File: src/rtl/instr_fetch_unit_if.sv
// Fetch unit bus bundle: instruction ROM port, redirect input and
// the instruction handshake towards the decoder.
interface instr_fetch_unit_if #(
    parameter int ADDR_WIDTH = 3
);
    logic [ADDR_WIDTH-1:0] rom_addr;
    logic                  rom_rd_en;
    logic [7:0]            rom_data;
    logic                  jump_en;
    logic [ADDR_WIDTH-1:0] jump_target;
    logic [15:0]           instr_out;
    logic [ADDR_WIDTH-1:0] instr_pc;
    logic                  instr_valid;
    logic                  instr_ready;
    logic [15:0]           stall_count;

    modport master (
        output rom_addr, rom_rd_en, instr_out, instr_pc,
        output instr_valid, stall_count,
        input  rom_data, jump_en, jump_target, instr_ready
    );

    modport slave (
        input  rom_addr, rom_rd_en, instr_out, instr_pc,
        input  instr_valid, stall_count,
        output rom_data, jump_en, jump_target, instr_ready
    );
endinterface

File: src/rtl/instr_fetch_unit.sv
// Byte-wide ROM fetch, 16-bit little-endian word assembly and queueing.
// Optional stall counter enabled by FETCH_PERF_EN.
module instr_fetch_unit #(
    parameter int ADDR_WIDTH = 3,
    parameter int DEPTH      = 2
) (
    input logic               clk,
    input logic               rst,
    instr_fetch_unit_if.master bus
);
    localparam int PW = $clog2(DEPTH);
    localparam int CW = PW + 1;

    typedef enum logic {ISSUE, ISSUE_HI} state_e;

    state_e                state_q, state_d;
    logic [ADDR_WIDTH-1:0] pc_q, pc_d;
    logic                  rd_en_q, rd_en_d;
    logic [ADDR_WIDTH-1:0] addr_q, addr_d;
    logic                  rd_hi_q, rd_hi_d;
    logic                  resp_v_q, resp_v_d;
    logic                  resp_hi_q, resp_hi_d;
    logic [ADDR_WIDTH-1:0] resp_addr_q, resp_addr_d;
    logic [7:0]            stage_q, stage_d;
    logic [ADDR_WIDTH-1:0] stage_addr_q, stage_addr_d;
    logic [15:0]           mem_q [DEPTH];
    logic [15:0]           mem_d [DEPTH];
    logic [ADDR_WIDTH-1:0] pcm_q [DEPTH];
    logic [ADDR_WIDTH-1:0] pcm_d [DEPTH];
    logic [PW-1:0]         wr_q, wr_d;
    logic [PW-1:0]         rd_q, rd_d;
    logic [CW-1:0]         cnt_q, cnt_d;
    logic [CW-1:0]         infl_q, infl_d;

    logic          valid;
    logic          pop;
    logic          push;
    logic          lo_ret;
    logic          credit;
    logic          lo_issue;
    logic [CW-1:0] occ_after;

    assign valid     = (cnt_q != '0);
    assign pop       = valid && bus.instr_ready;
    assign push      = resp_v_q && resp_hi_q;
    assign lo_ret    = resp_v_q && !resp_hi_q;
    assign occ_after = cnt_q - CW'(pop);
    // Words already queued plus words whose bytes are still on the way.
    assign credit    = ({1'b0, occ_after} + {1'b0, infl_q})
                       < (CW+1)'(DEPTH);

    always_comb begin
        state_d      = state_q;
        pc_d         = pc_q;
        rd_en_d      = 1'b0;
        addr_d       = addr_q;
        rd_hi_d      = 1'b0;
        resp_v_d     = rd_en_q;
        resp_hi_d    = rd_hi_q;
        resp_addr_d  = addr_q;
        stage_d      = stage_q;
        stage_addr_d = stage_addr_q;
        mem_d        = mem_q;
        pcm_d        = pcm_q;
        wr_d         = wr_q;
        rd_d         = rd_q;
        cnt_d        = cnt_q;
        infl_d       = infl_q;
        lo_issue     = 1'b0;

        if (bus.jump_en) begin
            // Flush everything queued or in flight; restart at target.
            state_d  = ISSUE;
            pc_d     = bus.jump_target;
            resp_v_d = 1'b0;
            wr_d     = '0;
            rd_d     = '0;
            cnt_d    = '0;
            infl_d   = '0;
        end else begin
            unique case (state_q)
                ISSUE: begin
                    if (credit) begin
                        rd_en_d  = 1'b1;
                        addr_d   = pc_q;
                        pc_d     = pc_q + ADDR_WIDTH'(1);
                        state_d  = ISSUE_HI;
                        lo_issue = 1'b1;
                    end
                end
                ISSUE_HI: begin
                    rd_en_d = 1'b1;
                    rd_hi_d = 1'b1;
                    addr_d  = pc_q;
                    pc_d    = pc_q + ADDR_WIDTH'(1);
                    state_d = ISSUE;
                end
                default: state_d = ISSUE;
            endcase

            if (lo_ret) begin
                stage_d      = bus.rom_data;
                stage_addr_d = resp_addr_q;
            end
            if (push) begin
                mem_d[wr_q] = {bus.rom_data, stage_q};
                pcm_d[wr_q] = stage_addr_q;
                wr_d        = wr_q + PW'(1);
            end
            if (pop) begin
                rd_d = rd_q + PW'(1);
            end
            cnt_d  = cnt_q + CW'(push) - CW'(pop);
            infl_d = infl_q + CW'(lo_issue) - CW'(push);
        end
    end

    always_ff @(posedge clk or posedge rst) begin
        if (rst) begin
            state_q      <= ISSUE;
            pc_q         <= '0;
            rd_en_q      <= 1'b0;
            addr_q       <= '0;
            rd_hi_q      <= 1'b0;
            resp_v_q     <= 1'b0;
            resp_hi_q    <= 1'b0;
            resp_addr_q  <= '0;
            stage_q      <= '0;
            stage_addr_q <= '0;
            wr_q         <= '0;
            rd_q         <= '0;
            cnt_q        <= '0;
            infl_q       <= '0;
            for (int i = 0; i < DEPTH; i++) begin
                mem_q[i] <= '0;
                pcm_q[i] <= '0;
            end
        end else begin
            state_q      <= state_d;
            pc_q         <= pc_d;
            rd_en_q      <= rd_en_d;
            addr_q       <= addr_d;
            rd_hi_q      <= rd_hi_d;
            resp_v_q     <= resp_v_d;
            resp_hi_q    <= resp_hi_d;
            resp_addr_q  <= resp_addr_d;
            stage_q      <= stage_d;
            stage_addr_q <= stage_addr_d;
            wr_q         <= wr_d;
            rd_q         <= rd_d;
            cnt_q        <= cnt_d;
            infl_q       <= infl_d;
            mem_q        <= mem_d;
            pcm_q        <= pcm_d;
        end
    end

    assign bus.rom_addr    = addr_q;
    assign bus.rom_rd_en   = rd_en_q;
    assign bus.instr_valid = valid;
    assign bus.instr_out   = mem_q[rd_q];
    assign bus.instr_pc    = pcm_q[rd_q];

`ifdef FETCH_PERF_EN
    logic [15:0] stall_q, stall_d;

    always_comb begin
        stall_d = stall_q;
        if (bus.instr_ready && !valid && !bus.jump_en
            && stall_q != 16'hFFFF) begin
            stall_d = stall_q + 16'd1;
        end
    end

    always_ff @(posedge clk or posedge rst) begin
        if (rst) begin
            stall_q <= '0;
        end else begin
            stall_q <= stall_d;
        end
    end

    assign bus.stall_count = stall_q;
`else
    assign bus.stall_count = 16'h0000;
`endif
endmodule
File: src/flat_wrapper.sv
// flat-port wrapper written by rule: the top's interface ports become plain ports
module instr_fetch_unit_flat 
#(
    parameter int ADDR_WIDTH = 3,
    parameter int DEPTH      = 2
)
  (clk, rst, bus_rom_addr, bus_rom_rd_en, bus_instr_out, bus_instr_pc, bus_instr_valid, bus_stall_count, bus_rom_data, bus_jump_en, bus_jump_target, bus_instr_ready);
  instr_fetch_unit_if #(.ADDR_WIDTH(ADDR_WIDTH)) bus_i ();
  input logic clk;
  input logic rst;
  output wire logic [$bits(bus_i.rom_addr)-1:0] bus_rom_addr;
  output wire logic [$bits(bus_i.rom_rd_en)-1:0] bus_rom_rd_en;
  output wire logic [$bits(bus_i.instr_out)-1:0] bus_instr_out;
  output wire logic [$bits(bus_i.instr_pc)-1:0] bus_instr_pc;
  output wire logic [$bits(bus_i.instr_valid)-1:0] bus_instr_valid;
  output wire logic [$bits(bus_i.stall_count)-1:0] bus_stall_count;
  input wire logic [$bits(bus_i.rom_data)-1:0] bus_rom_data;
  input wire logic [$bits(bus_i.jump_en)-1:0] bus_jump_en;
  input wire logic [$bits(bus_i.jump_target)-1:0] bus_jump_target;
  input wire logic [$bits(bus_i.instr_ready)-1:0] bus_instr_ready;
  assign bus_rom_addr = bus_i.rom_addr;
  assign bus_rom_rd_en = bus_i.rom_rd_en;
  assign bus_instr_out = bus_i.instr_out;
  assign bus_instr_pc = bus_i.instr_pc;
  assign bus_instr_valid = bus_i.instr_valid;
  assign bus_stall_count = bus_i.stall_count;
  assign bus_i.rom_data = bus_rom_data;
  assign bus_i.jump_en = bus_jump_en;
  assign bus_i.jump_target = bus_jump_target;
  assign bus_i.instr_ready = bus_instr_ready;
  instr_fetch_unit #(.ADDR_WIDTH(ADDR_WIDTH), .DEPTH(DEPTH)) u_core (.clk(clk), .rst(rst), .bus(bus_i));
endmodule
File: config.mk
export PLATFORM = sky130hd
export DESIGN_NAME = instr_fetch_unit_flat
export DESIGN_NICKNAME = d
export VERILOG_FILES = /design/src/rtl/instr_fetch_unit_if.sv /design/src/rtl/instr_fetch_unit.sv /design/src/flat_wrapper.sv
export SDC_FILE = /design/constraint.sdc
export NUM_CORES = 1
export LEC_CHECK = 0
export CELL_PAD_IN_SITES_DETAIL_PLACEMENT = 0
export CELL_PAD_IN_SITES_GLOBAL_PLACEMENT = 2
export CORE_MARGIN = 3
export CORE_UTILIZATION = 39
export DETAILED_ROUTE_END_ITERATION = 12
export GPL_TIMING_DRIVEN = 1
export PLACE_DENSITY_LB_ADDON = 0.1
export REMOVE_ABC_BUFFERS = 1
export SLEW_MARGIN = 25
export SYNTH_ARGS = -nofsm -noshare
export SYNTH_HDL_FRONTEND = slang
export SYNTH_SLANG_ARGS = --single-unit
export TNS_END_PERCENT = 20
File: constraint.sdc
create_clock -name clk -period 5.1 [get_ports clk]
set_clock_uncertainty 0.2 [all_clocks]
set_input_delay 1.53 -clock clk [delete_from_list [all_inputs] [get_ports clk]]
set_output_delay 1.53 -clock clk [all_outputs]
set_load 0.03 [all_outputs]
==> results_dict.tcl, run 1 <==
set metrics [dict create \
    worstMarginPinSlew_ns 0.7497 \
    yosys_warnings 0 \
    detail-route-antenna-nets 0 \
    cp.arrival_ns 2.11 \
    drive_above_1_share_pct 36.43 \
    viasPerCell 4.596 \
    setup_tns_ns 0 \
    drc 0 \
    critPathLaunchType "flop" \
    antenna_found_initial 0 \
    num_vias 1705 \
    postCtsSetupBuffers 0 \
    hold_viol 0 \
    cts_tree "yes" \
    rsz0062_at_grt "false" \
    yosys-top-cells-area "dfrtp_1 (55%), mux2_2 (22%), mux2_4 (4.8%)" \
    synthTopCellsByCount "dfrtp_1 (69), mux2_2 (61), buf_4 (17)" \
    ctsHoldBuffers 0 \
    grt.total_usage_pct 12.66 \
    dp.cells 355 \
    ys_types 31 \
    dieHeight_um 95.49 \
    cp_cell_sequence "buf_4 -> mux2_2 -> clkdlybuf4s50_1" \
    cts-htree-levels 3 \
    min_to "u_core.resp_hi_q$_DFF_PP0_" \
    critPathKind "reg2out" \
    cpPeakStageDelay_ns 0.59 \
    synth_edf_count 0 \
    num_rows 32 \
    fin_cells 371 \
    portBuffers 38 \
    place_ws_ns 0.9063 \
    overflow 0 \
    hold_start "u_core.rd_hi_q$_DFF_PP0_" \
    dominantRegCellSynth "dfrtp_1" \
    worst-r2r-cell-count 7 \
    syn_area_um2 3123 \
    syn2layout_area_growth_pct 22.04 \
    maxCapViolCount 0 \
    dieWidth_um 95.49 \
    fin_crit_sh_pct 75.32 \
    async_flop_share_pct 100.0 \
    fin_nets 284 \
    fmax_ghz 0.2603 \
    yosysSeqAreaShare_pct 55.29 \
    grt_pass1_vias 1762 \
    worstSetupEndpointType "output port" \
    worst_r2r_startpoint "u_core.cnt_q[0]$_DFF_PP0_" \
    path_max_fanout 15 \
    syn_avg_cell_area_um2 14.39 \
    ys_seq_elements 69 \
    crit_slowest_cell "clkdlybuf4s50_1" \
    grt_max_degree 52 \
    clockRootBuffer "clkbuf_8" \
    yosysMostFrequentCell "dfrtp_1" \
    leakage_nw 1.805 \
    drt_iter0_markers 28 \
    clk_latency_ns 0.34 \
    place_congestion 0.6733 \
    wl_um 5190 \
    rrSetupSlack_ns 2.52 \
    p_total_mw 2.001 \
    num_io_pins 55 \
    setup_ws_ns 1.259 \
    setup_viol 0 \
    holdPathStages 0 \
    start_util_pct 40.21 \
    status "finished clean" \
    finalWorstPathRequiredPeriod_ns 3.841 \
    clk_path_buf_depth 2 \
    firstDrtPassIters 3 \
    clk_pin_slew_ns 0.07 \
    finalMaxSlewViolations 0 \
    powerDensity_nw_per_um2 525.0 \
    cts_made_buffers 9 \
    final_util_pct 49.07 \
    die-area_um2 9117 \
    required_ns 3.37 \
    core_area_um2 7767 \
    post_cts_resized 0 \
    antennaDiodeCount 0 \
    syn-instance-count 217 \
    vdd_ir_drop_max_uv 269.2 \
    hold_class "reg2reg" \
    critPathTopFamily "buffers and inverters" \
    wl_per_cell_um 13.99 \
    r2r_end "u_core.bus.rom_addr[2]$_DFFE_PP0P_" \
    synth_top_area_share_pct 55.29 \
    synth_top_area_cell "dfrtp_1" \
    path_buf_inv 2 \
    clock-sinks 69 \
    grt_pass1_wl_um 8707 \
    slew_headroom_pct 49.86 \
    dpl.hpwl_um 3491 \
]
-- layout make-up --
type / instances / area [um^2]
fill: 730 / 3956
sequential: 69 / 1727
multi-input combinational: 132 / 1237
timing repair buffer: 45 / 432.9
clock buffer: 11 / 151.4
tap: 102 / 127.6
clock inverter: 5 / 106.4
inverter: 7 / 28.78
-- registers in the layout, summed over array words and instances, names as in the netlist --
name,cells
u_core.bus.rom_addr,3
u_core.bus.rom_rd_en,1
u_core.cnt_q,2
u_core.infl_q,2
u_core.mem_q,32
u_core.pc_q,3
u_core.pcm_q,6
u_core.rd_hi_q,1
u_core.rd_q,1
u_core.resp_addr_q,3
u_core.resp_hi_q,1
u_core.resp_v_q,1
u_core.stage_addr_q,3
u_core.stage_q,8
u_core.state_q,1
u_core.wr_q,1
-- power by group --
group | leakage [nW] | internal (mW) | switching, mW
Sequential | 0.892 | 0.705 | 0.0901
Combinational | 0.787 | 0.334 | 0.317
Clock | 0.126 | 0.352 | 0.202
-- cells by family (layout without fill, tap and decap cells) --
family	Yosys count	in the layout	share of synthesized area, %
other	1	16	0.1201
AO/OA/AOI/OAI	8	8	1.562
AND/OR/NAND/NOR	25	25	4.888
flip-flops	69	69	55.29
buffers and inverters	31	68	7.051
adder cells (fa/ha/maj)	5	5	2.244
XOR/XNOR	5	5	1.402
multiplexers	73	73	27.44
-- placed cells by master, fill, tap and decap left out --
cell type	instances
clkbuf_8	11
nor2_1	4
mux2i_1	2
fa_1	1
nor3_4	1
mux2_2	61
a21oi_1	1
inv_4	1
nor3_1	1
clkdlybuf4s50_1	38
nor2b_1	4
nand4b_1	1
nor3b_1	1
xnor2_1	2
nand2_1	5
nor4_1	1
and2b_1	3
bufinv_16	3
clkinv_4	1
nand3b_1	1
and2_1	1
a22oi_1	1
mux2_4	10
or3_1	1
o21bai_2	1
xor2_1	3
conb_1	16
dfrtp_1	69
nor3b_2	1
buf_4	7
inv_1	6
ha_1	4
o21ai_0	5
clkinvlp_4	1
-- how the worst max path moves through the flow --
stage          cells past startpoint               startpoint                                  to
5_1_grt                            8          bus_instr_ready  u_core.bus.rom_addr[2]$_DFFE_PP0P_
4_1_cts                            3  u_core.rd_q$_DFFE_PP0P_                    bus_instr_out[3]
2_1_floorplan                      7          bus_instr_ready  u_core.bus.rom_addr[0]$_DFFE_PP0P_
3_3_place_gp                       8          bus_instr_ready  u_core.bus.rom_addr[1]$_DFFE_PP0P_
3_5_place_dp                       8          bus_instr_ready  u_core.bus.rom_addr[2]$_DFFE_PP0P_
6_report                           3  u_core.rd_q$_DFFE_PP0P_                     bus_instr_pc[2]
-- layer usage --
layer,global-route usage (%),wire length (um)
met4,3.910,67
met2,20.06,2539
met5,0,0
met1,16.18,2348
met3,4.657,235
-- metrics by stage --
stage | cell area, um^2 | hold WS (ns)
after floorplan | 2985 | 0.1312
after global placement | 3551 | 0.1366
after detailed placement | 3553 | 0.1395
after CTS | 3811 | 0.1532
after global routing | 3811 | 0.1659
final | 3811 | 0.1482
Note: power is estimated with default switching activity, not from simulation.
==> inputs of run 2 (changes only) <==
--- a/config.mk
+++ b/config.mk
@@ -8,7 +8,7 @@
 export CELL_PAD_IN_SITES_DETAIL_PLACEMENT = 0
 export CELL_PAD_IN_SITES_GLOBAL_PLACEMENT = 2
 export CORE_MARGIN = 3
-export CORE_UTILIZATION = 39
+export CORE_UTILIZATION = 36
 export DETAILED_ROUTE_END_ITERATION = 12
 export GPL_TIMING_DRIVEN = 1
 export PLACE_DENSITY_LB_ADDON = 0.1
==> constraint.sdc (replaced) <==
create_clock -name clk -period 4 [get_ports clk]
set_clock_uncertainty 0.2 [all_clocks]
set_input_delay 1.2 -clock clk [delete_from_list [all_inputs] [get_ports clk]]
set_output_delay 1.2 -clock clk [all_outputs]
set_load 0.03 [all_outputs]
==> run 2 against run 1 <==
Net effect:
- register-to-register slack got worse by 0.98 ns
- cell area fell by 0.89%
- global-route usage fell by 0.97 points
- clock power rose by 5.8%
- die area rose by 7.8%
- critical endpoint unchanged
- worst hold slack improved by 0.013 ns
==> results_dict.tcl, run 2 (synthesized netlist as in run 1, its figures left out) <==
set metrics [dict create \
    dieWidth_um 99.14 \
    critPathLaunchType "flop" \
    clock-sinks 69 \
    largest_reg_flops 32 \
    maxCapViolCount 0 \
    wl_per_cell_um 14.38 \
    place_ws_ns 0.2799 \
    grt_pass1_wl_um 8997 \
    post_cts_resized 0 \
    worstSetupEndpointType "output port" \
    antenna_found_initial 0 \
    clk_latency_ns 0.33 \
    seqPwrFrac_pct 41.7 \
    max_flop_register "u_core.mem_q" \
    detail-route-antenna-nets 0 \
    critPathKind "reg2out" \
    setup_tns_ns 0 \
    firstDrtPassIters 4 \
    p_int_mw 1.651 \
    fmax_ghz 0.2875 \
    drt_iter0_markers 25 \
    setup_viol 0 \
    cts_tree "yes" \
    dpl.hpwl_um 3564 \
    viasPerCell 4.548 \
    p_switching_mw 0.7895 \
    hold_viol 0 \
    place_congestion 0.7094 \
    num_rows 33 \
    grt.total_usage_pct 11.68 \
    hold_class "reg2reg" \
    ff_latch_area_um2 1727 \
    clk_path_buf_depth 2 \
    clockRootBuffer "clkbuf_8" \
    drive_above_1_share_pct 36.43 \
    powerDensity_nw_per_um2 646.1 \
    finalWorstPathRequiredPeriod_ns 3.478 \
    final_area_um2 3777 \
    whs_ns 0.1612 \
    antennaDiodeCount 0 \
    rsz0062_at_grt "false" \
    dieHeight_um 99.14 \
    num_vias 1701 \
    die-area_um2 9829 \
    reg_top3 "u_core.mem_q (32), u_core.stage_q (8), u_core.pcm_q (6)" \
    core_area_um2 8341 \
    drc 0 \
    nFillCells 775 \
    fin_crit_sh_pct 86.95 \
    ctsHoldBuffers 0 \
    cts_made_buffers 9 \
    setup_ws_ns 0.5221 \
    cp.arrival_ns 2.08 \
    grt_max_degree 48 \
    cts-htree-levels 3 \
    portBuffers 38 \
    layout_common_cells "dfrtp_1 (69), mux2_2 (61), clkdlybuf4s50_1 (38)" \
    swShare_pct 32.35 \
    postPlaceCellArea_um2 3567 \
    multi_input_area_um2 1237 \
    vdd_ir_drop_max_uv 325.7 \
    layout_commonest_cell "dfrtp_1" \
    required_ns 2.60 \
    fin_nets 284 \
    grt_pass1_vias 1746 \
    overflow 0 \
    pwr-share-comb_pct 34.2 \
    clk_pin_slew_ns 0.07 \
    postCtsSetupBuffers 0 \
    worstMarginPinSlew_ns 0.5219 \
    syn2layout_area_growth_pct 20.95 \
    leakage_nw 1.785 \
    num_io_pins 55 \
    status "finished clean" \
    start_util_pct 37.44 \
    clockPowerShare_pct 24.1 \
    path_max_fanout 17 \
    final_util_pct 45.29 \
    slew_headroom_pct 65.16 \
    wl_um 5377 \
    finalMaxSlewViolations 0 \
]
run 2: layer usage:
layer / global-route usage [%] / wire length [um] / vias to the layer above / part of all wire (%)
met5: 0 / 0 / - / 0
met1: 15.81 / 2526 / 840 / 47
met3: 2.595 / 245 / 9 / 4.6
met4: 5.357 / 95 / 0 / 1.8
met2: 17.92 / 2510 / 43 / 47
li1: - / - / 809 / -
run 2: final timing paths:
check	from	to	slack [ns]	cells past startpoint
max	u_core.rd_q$_DFFE_PP0P_	bus_instr_pc[2]	0.52	3
min	u_core.rd_hi_q$_DFF_PP0_	u_core.resp_hi_q$_DFF_PP0_	0.16	0
max reg2reg	u_core.cnt_q[0]$_DFF_PP0_	u_core.bus.rom_addr[0]$_DFFE_PP0P_	1.54	7
min reg2reg	u_core.rd_hi_q$_DFF_PP0_	u_core.resp_hi_q$_DFF_PP0_	0.16	0
max in group asynchronous	rst	u_core.mem_q[9]$_DFFE_PP0P_	1.95	3
min in group asynchronous	rst	u_core.mem_q[24]$_DFFE_PP0P_	1.02	2
run 2: worst max-delay path: stages, from the launching register on:
cell,delay [ns]
dfrtp_1,0.45
buf_4,0.31
mux2_2,0.38
clkdlybuf4s50_1,0.59
run 2: cell type report:
type	instances	area share [%]
Sequential cell	69	45.71
Multi-Input combinational cell	132	32.76
Timing Repair Buffer	45	11.79
Clock buffer	11	4.008
Tap cell	105	3.478
Clock inverter	5	1.557
Inverter	7	0.6956
run 2: power by group through the flow:
| stage | clock network (mW) | registers [mW] | logic [mW] |
|---|---|---|---|
| 6_report | 0.587 | 1.02 | 0.835 |
| 5_1_grt | 0.633 | 1.05 | 0.896 |
| 4_1_cts | 0.608 | 1.02 | 0.849 |
| 3_5_place_dp | 0 | 1.04 | 0.847 |
| 3_3_place_gp | 0 | 1.03 | 0.842 |
| 2_1_floorplan | 0 | 1.03 | 0.540 |
run 2: stage by stage:
stage	cells	power (mW)
after floorplan	208	1.569
after global placement	358	1.874
after detailed placement	358	1.882
after CTS	374	2.480
after global routing	374	2.579
final	374	2.441
==> inputs of run 3 (changes only) <==
--- a/config.mk
+++ b/config.mk
@@ -5,10 +5,12 @@
 export SDC_FILE = /design/constraint.sdc
 export NUM_CORES = 1
 export LEC_CHECK = 0
+export ABC_AREA = 1
 export CELL_PAD_IN_SITES_DETAIL_PLACEMENT = 0
 export CELL_PAD_IN_SITES_GLOBAL_PLACEMENT = 2
 export CORE_MARGIN = 3
-export CORE_UTILIZATION = 36
+export CORE_UTILIZATION = 32
+export CTS_BUF_LIST = sky130_fd_sc_hd__clkbuf_4
 export DETAILED_ROUTE_END_ITERATION = 12
 export GPL_TIMING_DRIVEN = 1
 export PLACE_DENSITY_LB_ADDON = 0.1
==> run 3 against run 2 <==
Net effect:
- global-route usage fell by 0.17 points
- wire length grew 13%
- worst setup slack gained 0.088 ns
- synthesized cell count is 71% higher
- cell area shrank 1.5%
- clock power shrank 16%
- sequential share of layout area increased by 0.71 points
- critical path type unchanged
- critical endpoint is now bus_instr_out[1]
- largest cell class unchanged
- largest power group unchanged
==> results_dict.tcl, run 3 <==
set metrics [dict create \
    syn_area_um2 3153 \
    whs_ns 0.1583 \
    syn_avg_cell_area_um2 8.522 \
    wl_per_cell_um 11.19 \
    path_max_fanout 19 \
    ctsHoldBuffers 0 \
    yosys_warnings 0 \
    setup_ws_ns 0.6103 \
    fin_crit_sh_pct 84.74 \
    post_cts_resized 0 \
    antennaDiodeCount 0 \
    worstSetupEndpointType "output port" \
    multi_input_area_um2 1105 \
    maxCapViolCount 0 \
    drive_above_1_share_pct 8.495 \
    cts-htree-levels 3 \
    grt_pass1_wl_um 10210 \
    vdd_ir_drop_max_uv 215.3 \
    start_util_pct 33.49 \
    grt_max_degree 70 \
    portBuffers 38 \
    yosysSeqAreaShare_pct 54.76 \
    synth_top_area_cell "dfrtp_1" \
    synth_top_area_share_pct 54.76 \
    setup_tns_ns 0 \
    cpPeakStageDelay_ns 0.67 \
    place_ws_ns 0.4271 \
    final_util_pct 39.51 \
    final_area_um2 3720 \
    antenna_found_initial 0 \
    place_congestion 0.7626 \
    num_io_pins 55 \
    synth_edf_count 0 \
    wl_um 6056 \
    worstMarginPinSlew_ns 0.6931 \
    finalWorstPathRequiredPeriod_ns 3.390 \
    required_ns 2.60 \
    met2RoutedLength_um 2663 \
    clockRootBuffer "clkbuf_4" \
    slew_headroom_pct 53.68 \
    hold_class "reg2reg" \
    cpMostUsedCell "nand2_1" \
    fin_cells 541 \
    hold_viol 0 \
    yosys-top-cells-area "dfrtp_1 (55%), nand2_1 (17%), o21ai_0 (5.6%)" \
    synthTopCellsByCount "nand2_1 (139), dfrtp_1 (69), inv_1 (37)" \
    firstDrtPassIters 5 \
    path_buf_inv 3 \
    drt_iter0_markers 74 \
    p_total_mw 2.349 \
    worst-r2r-cell-count 10 \
    cts_made_buffers 9 \
    met3WireLength_um 319 \
    leakage_nw 1.911 \
    cts_tree "yes" \
    critPathKind "reg2out" \
    layout_commonest_cell "nand2_1" \
    num_rows 35 \
    grt.total_usage_pct 11.51 \
    reg_top3 "u_core.mem_q (32), u_core.stage_q (8), u_core.pcm_q (6)" \
    clock-sinks 69 \
    layout_common_cells "nand2_1 (139), dfrtp_1 (69), clkdlybuf4s50_1 (38)" \
    finalMaxSlewViolations 0 \
    grt_pass1_vias 2133 \
    powerDensity_nw_per_um2 631.6 \
    rsz0062_at_grt "false" \
    drc 0 \
    async_flop_share_pct 100.0 \
    clk_latency_ns 0.39 \
    postCtsSetupBuffers 0 \
    setup_viol 0 \
    clk_pin_slew_ns 0.11 \
    status "finished clean" \
    dieHeight_um 105.3 \
    die-area_um2 11080 \
    top_layer "met4" \
    dp.cells 525 \
    dominantRegCellSynth "dfrtp_1" \
    fin_nets 427 \
    ys_seq_elements 69 \
    ff_latch_area_um2 1727 \
    viasPerCell 4.181 \
    dpl.hpwl_um 3840 \
    wl_met1_um 2980 \
    cp_cell_sequence "inv_1 -> buf_4 -> nand2_1 -> nand2_1 -> clkdlybuf4s50_1" \
    overflow 0 \
    dieWidth_um 105.3 \
    core_area_um2 9415 \
    ys_types 23 \
    critPathTopFamily "buffers and inverters" \
    num_vias 2262 \
    max_flop_register "u_core.mem_q" \
    worstSetupPathDepth 5 \
    nFillCells 1000 \
    fmax_ghz 0.2950 \
    syn-instance-count 370 \
    clk_path_buf_depth 2 \
    yosysMostFrequentCell "nand2_1" \
    holdPathStages 0 \
    largest_reg_flops 32 \
    postPlaceCellArea_um2 3567 \
    cp.arrival_ns 1.99 \
    syn2layout_area_growth_pct 17.98 \
    detail-route-antenna-nets 0 \
    critPathLaunchType "flop" \
    crit_slowest_cell "clkdlybuf4s50_1" \
]
==> run 3: changes by cell type in the layout (fill, tap and decap cells not counted), moves of 3 or more <==
cell	previous run	this run
nand2_1	5	139
mux2_2	61	0
inv_1	6	36
o21ai_0	5	35
nor2_1	4	19
clkbuf_8	11	0
clkbuf_4	0	10
mux2_4	10	0
nand3_1	0	10
o21ai_2	0	10
a21oi_1	1	5
nor2b_1	4	0
and2b_1	3	0
xor2_1	3	0
==> run 3: cells by family (layout without fill, tap and decap cells) <==
family	Yosys count	after routing	synth area share, %
and+or+nand+nor	173	173	21.47
buffers and inverters	70	97	11.98
DFF	69	69	54.76
AOI/OAI and AO/OA	52	52	9.444
adders and majority gates	5	5	2.222
other	1	16	0.1189
==> run 3: worst paths after layout <==
path                                                start  slack (ns)                            endpoint
min in group asynchronous                             rst        0.97     u_core.resp_addr_q[1]$_DFF_PP0_
max in group asynchronous                             rst        2.31       u_core.stage_q[2]$_DFFE_PP0P_
worst max register to register  u_core.cnt_q[0]$_DFF_PP0_        1.75  u_core.bus.rom_addr[0]$_DFFE_PP0P_
worst min register to register   u_core.rd_hi_q$_DFF_PP0_        0.16          u_core.resp_hi_q$_DFF_PP0_
worst max-delay path              u_core.rd_q$_DFFE_PP0P_        0.61                    bus_instr_out[1]
worst min-delay path             u_core.rd_hi_q$_DFF_PP0_        0.16          u_core.resp_hi_q$_DFF_PP0_
==> run 3: metal layers <==
layer | vias up | track usage, %
met5 | - | 0
met3 | 8 | 2.633
met1 | 1026 | 14.95
met2 | 49 | 18.21
li1 | 1179 | -
met4 | 0 | 5.342
==> run 3: worst reg2reg max path, cell delays in order (launching register included) <==
cell and delay, ns:
dfrtp_1 0.34, inv_1 0.07, or2_2 0.29, a21oi_1 0.16, fa_1 0.43, inv_1 0.06, nand2_1 0.14, nand2_1 0.20
nand2_1 0.12, nand2_1 0.09, nand2_1 0.04
==> run 3: power breakdown <==
group	leakage, nW	switching (mW)	internal, mW	total, mW
logic	0.923	0.517	0.336	0.853
clock network	0.0852	0.239	0.255	0.494
registers	0.903	0.105	0.897	1.00
total	1.91	0.861	1.49	2.35
==> run 3: area by class of cell <==
cell class,instances,area share [%]
inverters,38,3.868
clock inverters,6,2.085
flip-flops and latches,69,46.42
clock buffers,10,2.018
well taps,129,4.339
multi-input cells,246,29.70
repair buffers,43,11.57
